## src/rtl/dct_pkg.sv

```systemverilog
// Shared constants and the round/saturate helper for the DCT product
// accumulator stage.
package dct_pkg;

    localparam int PROD_W = 29;
    localparam int N_TAPS = 8;
    localparam int SHIFT  = 13;
    localparam int OUT_W  = 16;
    localparam int N_OUT  = 8;
    localparam int ACC_W  = PROD_W + $clog2(N_TAPS);
    localparam int TAP_W  = $clog2(N_TAPS);
    localparam int ROW_W  = $clog2(N_OUT);
    localparam int RND_W  = ACC_W + 1 - SHIFT;

    localparam logic [TAP_W-1:0] TAP_LAST = TAP_W'(N_TAPS - 1);
    localparam logic [ROW_W-1:0] ROW_LAST = ROW_W'(N_OUT - 1);
    localparam logic [ACC_W:0]   RND_HALF = {{(ACC_W + 1 - SHIFT){1'b0}}, 1'b1, {(SHIFT - 1){1'b0}}};

    // One extra bit of headroom keeps sum + half from wrapping at full scale.
    function automatic logic [OUT_W-1:0] sat_round(input logic signed [ACC_W-1:0] sum);
        logic signed [ACC_W:0]   rnd;
        logic signed [RND_W-1:0] r;
        logic [OUT_W-1:0]        res;
        rnd = $signed({sum[ACC_W-1], sum}) + $signed(RND_HALF);
        r   = RND_W'(rnd >>> SHIFT);
        if ((r[RND_W-1:OUT_W-1] == {(RND_W - OUT_W + 1){1'b0}}) ||
            (r[RND_W-1:OUT_W-1] == {(RND_W - OUT_W + 1){1'b1}})) begin
            res = r[OUT_W-1:0];
        end else if (r[RND_W-1]) begin
            res = {1'b1, {(OUT_W - 1){1'b0}}};
        end else begin
            res = {1'b0, {(OUT_W - 1){1'b1}}};
        end
        return res;
    endfunction

endpackage

```

## src/rtl/dct_acc_out_fifo.sv

```systemverilog
// Two-entry result FIFO; the head entry drives the stage outputs directly.
module dct_acc_out_fifo
    import dct_pkg::*;
#(
    parameter int W = OUT_W + 1
) (
    input  logic         clk,
    input  logic         rst_n,
    input  logic         push,
    input  logic [W-1:0] push_data,
    input  logic         pop,
    output logic [1:0]   count,
    output logic [W-1:0] head
);

    logic [W-1:0] mem_q [2];
    logic [W-1:0] mem_d [2];
    logic         wr_q, wr_d;
    logic         rd_q, rd_d;
    logic [1:0]   count_q, count_d;
    logic         push_ok_s;
    logic         pop_ok_s;

    // Pointer, storage and occupancy update.
    always_comb begin
        push_ok_s = push && (count_q != 2'd2);
        pop_ok_s  = pop && (count_q != 2'd0);
        mem_d     = mem_q;
        wr_d      = wr_q;
        rd_d      = rd_q;
        count_d   = count_q;
        if (push_ok_s) begin
            mem_d[wr_q] = push_data;
            wr_d        = ~wr_q;
        end else begin
            wr_d = wr_q;
        end
        if (pop_ok_s) begin
            rd_d = ~rd_q;
        end else begin
            rd_d = rd_q;
        end
        case ({push_ok_s, pop_ok_s})
            2'b10:   count_d = count_q + 2'd1;
            2'b01:   count_d = count_q - 2'd1;
            default: count_d = count_q;
        endcase
    end

    // State registers.
    always_ff @(posedge clk or negedge rst_n) begin
        if (!rst_n) begin
            mem_q[0] <= {W{1'b0}};
            mem_q[1] <= {W{1'b0}};
            wr_q     <= 1'b0;
            rd_q     <= 1'b0;
            count_q  <= 2'd0;
        end else begin
            mem_q    <= mem_d;
            wr_q     <= wr_d;
            rd_q     <= rd_d;
            count_q  <= count_d;
        end
    end

    assign count = count_q;
    assign head  = mem_q[rd_q];

endmodule

```

## src/rtl/dct_mac_accum.sv

```systemverilog
// Sums N_TAPS multiplier products per coefficient, rounds/saturates the sum
// and hands results downstream through a 2-entry buffer that back-pressures ce_out.
module dct_mac_accum
    import dct_pkg::*;
(
    input  logic              clk,
    input  logic              rst_n,
    input  logic              clear,
    input  logic              prod_valid,
    input  logic [PROD_W-1:0] prod,
    output logic              ce_out,
    output logic              out_valid,
    input  logic              out_ready,
    output logic [OUT_W-1:0]  out_data,
    output logic              out_last
);

    logic signed [ACC_W-1:0] acc_q, acc_d;
    logic [TAP_W-1:0]        tap_q, tap_d;
    logic [ROW_W-1:0]        row_q, row_d;
    logic signed [ACC_W-1:0] prod_ext_s;
    logic signed [ACC_W-1:0] sum_s;
    logic                    accept_s;
    logic                    push_s;
    logic                    pop_s;
    logic [OUT_W:0]          push_data_s;
    logic [OUT_W:0]          head_s;
    logic [1:0]              count_s;

    assign ce_out     = (count_s != 2'd2);
    assign accept_s   = prod_valid && ce_out;
    assign prod_ext_s = $signed({{(ACC_W - PROD_W){prod[PROD_W-1]}}, prod});
    assign sum_s      = acc_q + prod_ext_s;

    // Accumulation, tap/row counting and result formation; clear wins over accept.
    always_comb begin
        acc_d       = acc_q;
        tap_d       = tap_q;
        row_d       = row_q;
        push_s      = 1'b0;
        push_data_s = {sat_round(sum_s), (row_q == ROW_LAST)};
        if (clear) begin
            acc_d = {ACC_W{1'b0}};
            tap_d = {TAP_W{1'b0}};
            row_d = {ROW_W{1'b0}};
        end else if (accept_s) begin
            if (tap_q == TAP_LAST) begin
                acc_d  = {ACC_W{1'b0}};
                tap_d  = {TAP_W{1'b0}};
                push_s = 1'b1;
                if (row_q == ROW_LAST) begin
                    row_d = {ROW_W{1'b0}};
                end else begin
                    row_d = row_q + ROW_W'(1);
                end
            end else begin
                acc_d = sum_s;
                tap_d = tap_q + TAP_W'(1);
            end
        end else begin
            acc_d = acc_q;
        end
    end

    // Accumulator and counter registers.
    always_ff @(posedge clk or negedge rst_n) begin
        if (!rst_n) begin
            acc_q <= {ACC_W{1'b0}};
            tap_q <= {TAP_W{1'b0}};
            row_q <= {ROW_W{1'b0}};
        end else begin
            acc_q <= acc_d;
            tap_q <= tap_d;
            row_q <= row_d;
        end
    end

    assign pop_s = out_valid && out_ready;

    dct_acc_out_fifo #(.W(OUT_W + 1)) u_fifo (
        .clk       (clk),
        .rst_n     (rst_n),
        .push      (push_s),
        .push_data (push_data_s),
        .pop       (pop_s),
        .count     (count_s),
        .head      (head_s)
    );

    assign out_valid = (count_s != 2'd0);
    assign out_data  = head_s[OUT_W:1];
    assign out_last  = head_s[0];

endmodule
```

## config.mk

```make
export PLATFORM = sky130hd
export DESIGN_NAME = dct_mac_accum
export DESIGN_NICKNAME = d
export VERILOG_FILES = /design/src/rtl/dct_pkg.sv /design/src/rtl/dct_acc_out_fifo.sv /design/src/rtl/dct_mac_accum.sv
export SDC_FILE = /design/constraint.sdc
export NUM_CORES = 1
export LEC_CHECK = 0
export CAP_MARGIN = 5
export CELL_PAD_IN_SITES_DETAIL_PLACEMENT = 1
export CELL_PAD_IN_SITES_GLOBAL_PLACEMENT = 1
export CORE_ASPECT_RATIO = 0.9
export CORE_UTILIZATION = 40
export CTS_CLUSTER_DIAMETER = 200
export CTS_CLUSTER_SIZE = 24
export DETAILED_ROUTE_END_ITERATION = 12
export DONT_BUFFER_PORTS = 1
export PLACE_DENSITY = 0.69
export RECOVER_POWER = 25
export SYNTH_ARGS = -nofsm -noshare
export SYNTH_HDL_FRONTEND = slang
export SYNTH_HIERARCHICAL = 1
export SYNTH_SLANG_ARGS = --single-unit
export TNS_END_PERCENT = 20
```

## constraint.sdc

```tcl
create_clock -name clk -period 8.9 [get_ports clk]
set_input_delay 1.78 -clock clk [delete_from_list [all_inputs] [get_ports clk]]
set_output_delay 1.78 -clock clk [all_outputs]
set_load 0.02 [all_outputs]
```

# ---- Yosys cells after proc, flatten, opt, wreduce, memory -nomap -nowiden
# Cells that the tools add are included.
# Widths: inputs -> output; s select.
dict set report word_totals {
  regBits 76
  output_inout_bits 19
  inputBits 34
  word_cells 61
}
dict set report classes {
  n_reduce_logical 12
  eq_ne 6
  addsub 6
  muxes 22
  magnitude_cmp 3
  bitwise 4
}
# operator n
set ops {}
lappend ops {{$mux 32} 3}
lappend ops {{$mux 17} 4}
lappend ops {{$bwmux 34} 1}
lappend ops {{$add 32x14->33 const B} 1}
lappend ops {{$add 32x29->32} 1}
lappend ops {{$mux 16} 2}
lappend ops {{$mux 3} 7}
lappend ops {{$demux 17 s1} 1}
lappend ops {{$reduce_bool 2->1} 4}
lappend ops {{$add 3x1->3 const B} 2}
lappend ops {{$eq 3x3->1 const B} 2}
lappend ops {{$eq 5x5->1 const B} 1}
lappend ops {{$logic_and 1x1->1} 5}
lappend ops {{$logic_not 5->1} 1}
lappend ops {{$ge 2x2->1 const B} 2}
lappend ops {{$not 1->2} 2}
lappend ops {{$pmux 2 s2} 1}
lappend ops {{$mux 1} 3}
lappend ops {{$add 2x1->2 const B} 1}
lappend ops {{$eq 2x1->1 const B} 1}
lappend ops {{$eq 2x2->1 const B} 1}
lappend ops {{$lt 2x1->1 const B} 1}
lappend ops {{$ne 2x2->1 const B} 1}
lappend ops {{$not 1->1} 2}
lappend ops {{3 further kinds} 3}

# ---- Longest topological paths before layout
dict set report depth {
  ltp_word 7
  depth_mapped 17
  ltp_nobuf 15
}

# ---- By module
# Netlist, hierarchy kept.
# module instances area_per_inst_um2 cells_per_inst
set modules_own_cells {}
lappend modules_own_cells {dct_mac_accum 1 4002.6 484}
lappend modules_own_cells {dct_acc_out_fifo 1 1778.0 107}

# ---- Worst setup path after synthesis
# OpenSTA, ideal clock, no wires.
dict set report synth_timing {
  path_type {input to register}
  from {input port prod[0]}
  to {register u_fifo/mem_q[23] in the netlist's numbering}
  slack_ns 3.706
  path_stages 16
  arrival_time_ns 5.069
  cell_sequence {ha_1 > inv_1 > fa_1 > nand2b_1 > a21oi_2 > a2bb2oi_2 > a211o_1 > xor2_1 > nand4b_2 > nor4_4 > and3_2 > nand3_1 > o221ai_2 > buf_6 > o21ai_2 > mux2_4}
}
dict set report synth_between {
  elab_chain_cells 6
  word_cells_on_any_way 8
  classes_between {2 x add/sub; 1 x eq/ne; 3 x mux; 2 x reduce/logical}
}
# element line
set synth_rtl {}
lappend synth_rtl {{start, declared} dct_mac_accum.sv:10} ;# input logic [PROD_W-1:0] prod,
lappend synth_rtl {{$add 32x29->32 (*)} dct_mac_accum.sv:33} ;# assign sum_s = acc_q + prod_ext_s;
lappend synth_rtl {{$add 32x14->33 (*)} dct_pkg.sv:24} ;# rnd = $signed({sum[ACC_W-1], sum}) + $signed(RND_HALF);
lappend synth_rtl {{$eq 5x5->1 / $logic_not 5->1 (equally long branches)} {dct_pkg.sv:27, dct_pkg.sv:26}}
lappend synth_rtl {{$logic_or 1x1->1} dct_pkg.sv:26} ;# if ((r[RND_W-1:OUT_W-1] == {(RND_W - OUT_W + 1){1'b0}}) ||
lappend synth_rtl {{$mux 16 (*)} dct_pkg.sv:26}
lappend synth_rtl {{net push_data_s[6]} dct_mac_accum.sv:26} ;# logic [OUT_W:0] push_data_s;
lappend synth_rtl {{$bwmux 34 (*)} dct_acc_out_fifo.sv:33} ;# mem_d[wr_q] = push_data;
lappend synth_rtl {{end signal, assigned} dct_acc_out_fifo.sv:59} ;# mem_q <= mem_d;
lappend synth_rtl {{end, declared} dct_acc_out_fifo.sv:16} ;# logic [W-1:0] mem_q [2];
# The timed path passes the listed nets; every way through them passes the cells marked *.
# A chain may end at the register's enable or synchronous reset.

# ---- Worst setup path after layout
dict set report layout_timing {
  from {input port prod[0]}
  to {register u_fifo/mem_q[22] in the netlist's numbering}
}
# The elaborated chain is that of the path after synthesis.

==> metrics <==
Final HPWL DP 11520 um; vias in the first global route 4866; crit-path max FO 15; CP Launch Type primary input; switching power 0.0004997 W; GRT Resource Usage Total 22.31%; Synth area leaders dfrtp_1 (33%), ha_1 (8.0%), mux2_2 (6.2%); Peak VDD IR 0.00009215 V; Post-Syn Instances slightly below 600; starting density of the core 41.13%; Arrival @ worst endpoint 6.13 ns; Worst Hold End acc_q[11]; core area ~14000 um2; Min Clock Period, post-route 5.899 ns; P&R area growth vs syn 7.121%; Tot Pwr 0.001287 W; Primary FF master, synth dfrtp_1; combinational share of power about two fifths; area occupied by multi-input gates 3684 um2; final WL between 15000 and 20000 um; status finished, final reports clean; critical setup path kind primary input to flop; Rows 41; internal power a little under 0.0008 W; Pleak 2.739 nW; worst path cell trace ha_1, inv_1, fa_1, nand2b_1, a21oi_2, a2bb2oi_2, a211o_1, xor2_1, nand4b_2, nor4_4, nand4_1, o21a_1, o221ai_2, o21ai_0, mux2_2; post-DR wirelength/cell 19.48 um; Die H 116.0 um; FILL cells 1662; DIE AREA 14940 um2; slowest cell on the critical path o221ai_2; Mapped Avg Cell Area 9.781 um2; Syn Nets 663; fmax approximately 170 MHz; Unique masters post-synth 76; routability congestion estimate from global placement approximately 0.9; Slew HR 25.20%; reg2reg path depth 15; Post-Syn Area approximately 5800 um2; Final period util 66.28%; Critical Path RT ~9.1 ns; Max Slew Vio Count 0; Ports 53; initial antenna violation count 0; TNS Setup 0 ns; Seq/Total Area, Yosys around a third; largest net degree at the start of global routing between 70 and 80; most frequent cells in the layout dfrtp_1 (76), nand2_1 (56), o21ai_0 (46); RR Startpoint acc_q[0]; IO Port Bufs 0; Clock power frac between 20% and 30%; post-DR vias/cell about 5.7; delay-heaviest family, CP compound AO/OA/AOI/OAI gates; Post-Route Utilization ~44%; Reg2Reg Setup Slack 4.07 ns; global-route wire length before repair 25730 um; TritonCTS clock tree done; crit-path max cell delay 0.70 ns; latest clock arrival within the worst-skew pair about 0.34 ns; post-synth top area cell dfrtp_1; initial drt markers 150; Crit Reg-Reg Endpoint u_fifo/mem_q[22]; CP bufs+invs 1; Seq pwr share between 20% and 30%; CTS sink count 76; Hold Path Depth 2; Sequential Area roughly 1900 um2; total gr overflow 0; max_cap viols 0; most common cell after layout, fill and taps aside dfrtp_1; Clock transition at path regs 0.06 ns; Synth Warn # 6; Seq cells post-synth 76; type of the worst min-delay path flop to flop; H-tree levels 3; Detail Route Antenna Nets 0; Root Buffer clkbuf_16; Residual DRC 0; hold-fix buffers at CTS 0; ys async rst share 100.0%; TritonCTS Buffers 9; CP endpoint kind flop; Setup Skew 0.01055 ns; RSZ-0062 raised after global routing false; Die X 128.7 um; Final Setup Violations 0; Ant. Diodes 0; share of cells above drive strength 1 17.92%; CTS max path bufs 2; number of synthesized flops with an enable pin 0; layout net count ~650; total iterations of the first detailed-routing run 4; Post-CTS Resized 0; hold path startpoint acc_q[11]; final hold viol count 0; Vias 4478; Yosys top cell area share between 30% and 40%; Worst-Margin Slew 1.122 ns; pwr/cell area roughly 210 nW/um2; Post-CTS Setup Bufs 0; Net Sw Frac 38.83%
## cell families after synthesis
group	synth area share [%]
muxes	11.95
DFF	32.90
xor gates and xnor gates	6.515
and+or+nand+nor	17.01
adders and majority gates	8.355
AOI/OAI and AO/OA	19.83
buffers and inverters	3.441
## flip-flops by register name, indices dropped and copies added, names as in the netlist
signal and cells:
u_fifo/mem_q 34, acc_q 32, u_fifo/rd_q 1, row_q 3, u_fifo/wr_q 1, tap_q 3
u_fifo/count 2
## cells in the mapped netlist (12+ instances only)
cell type / number
a21oi_1: 31
mux2_2: 32
o21ai_0: 46
xor2_1: 20
nor2_1: 34
nand2_1: 56
mux2_4: 20
xnor2_1: 23
dfrtp_1: 76
ha_1: 37
a22o_1: 13
nand3_1: 15
o21ai_2: 12
a21o_1: 12
nor3_1: 14
## through the flow
step	instance area [um2]	worst slack [ns]	hold slack, ns	instances
global route	6192	2.640	0.5235	779
CTS	6192	3.017	0.4922	779
floorplan	5781	3.706	0.4538	591
global placement	5891	2.974	0.4670	763
detailed placement	5891	2.683	0.4773	763
finish	6192	3.001	0.4819	779
## final cells by class
type | count | area share [%]
Clock buffer | 11 | 3.920
Clock inverter | 5 | 0.9497
Inverter | 9 | 0.5456
Multi-Input combinational cell | 481 | 59.49
Sequential cell | 76 | 30.71
Tap cell | 193 | 3.900
Timing Repair Buffer | 4 | 0.4849
## power groups by stage
| stage | clock network (W) | registers [W] | logic [W] |
|---|---|---|---|
| final | 0.000376 | 0.000384 | 0.000527 |
| after detailed placement | 0 | 0.000390 | 0.000526 |
| after global routing | 0.000400 | 0.000387 | 0.000584 |
| after global placement | 0 | 0.000389 | 0.000507 |
| after floorplan | 0 | 0.000385 | 0.000412 |
| after CTS | 0.000386 | 0.000384 | 0.000530 |
## tightest hold or removal path, cell delays in order (launching register included)
cell and delay, ns:
dfrtp_1 0.34, nand2_1 0.05, o21ai_0 0.06
## worst max-delay path by stage
| stage | startpoint | end | cells past startpoint |
|---|---|---|---|
| after detailed placement | prod[0] | u_fifo/mem_q[22] | 15 |
| after global placement | prod[0] | u_fifo/mem_q[19] | 15 |
| final | prod[0] | u_fifo/mem_q[22] | 15 |
| after CTS | prod[0] | u_fifo/mem_q[22] | 15 |
| after global routing | prod[0] | u_fifo/mem_q[4] | 15 |
| after floorplan | prod[0] | u_fifo/mem_q[23] | 16 |
## metal layers
metal	global-route usage [%]	vias to the layer above	routed length, um
met2	38.95	61	7535
met1	27.85	2228	6842
met4	8.078	0	284
met3	3.693	18	510
met5	0	-	0
li1	-	2171	-
Note: power is estimated with default switching activity, not from simulation.
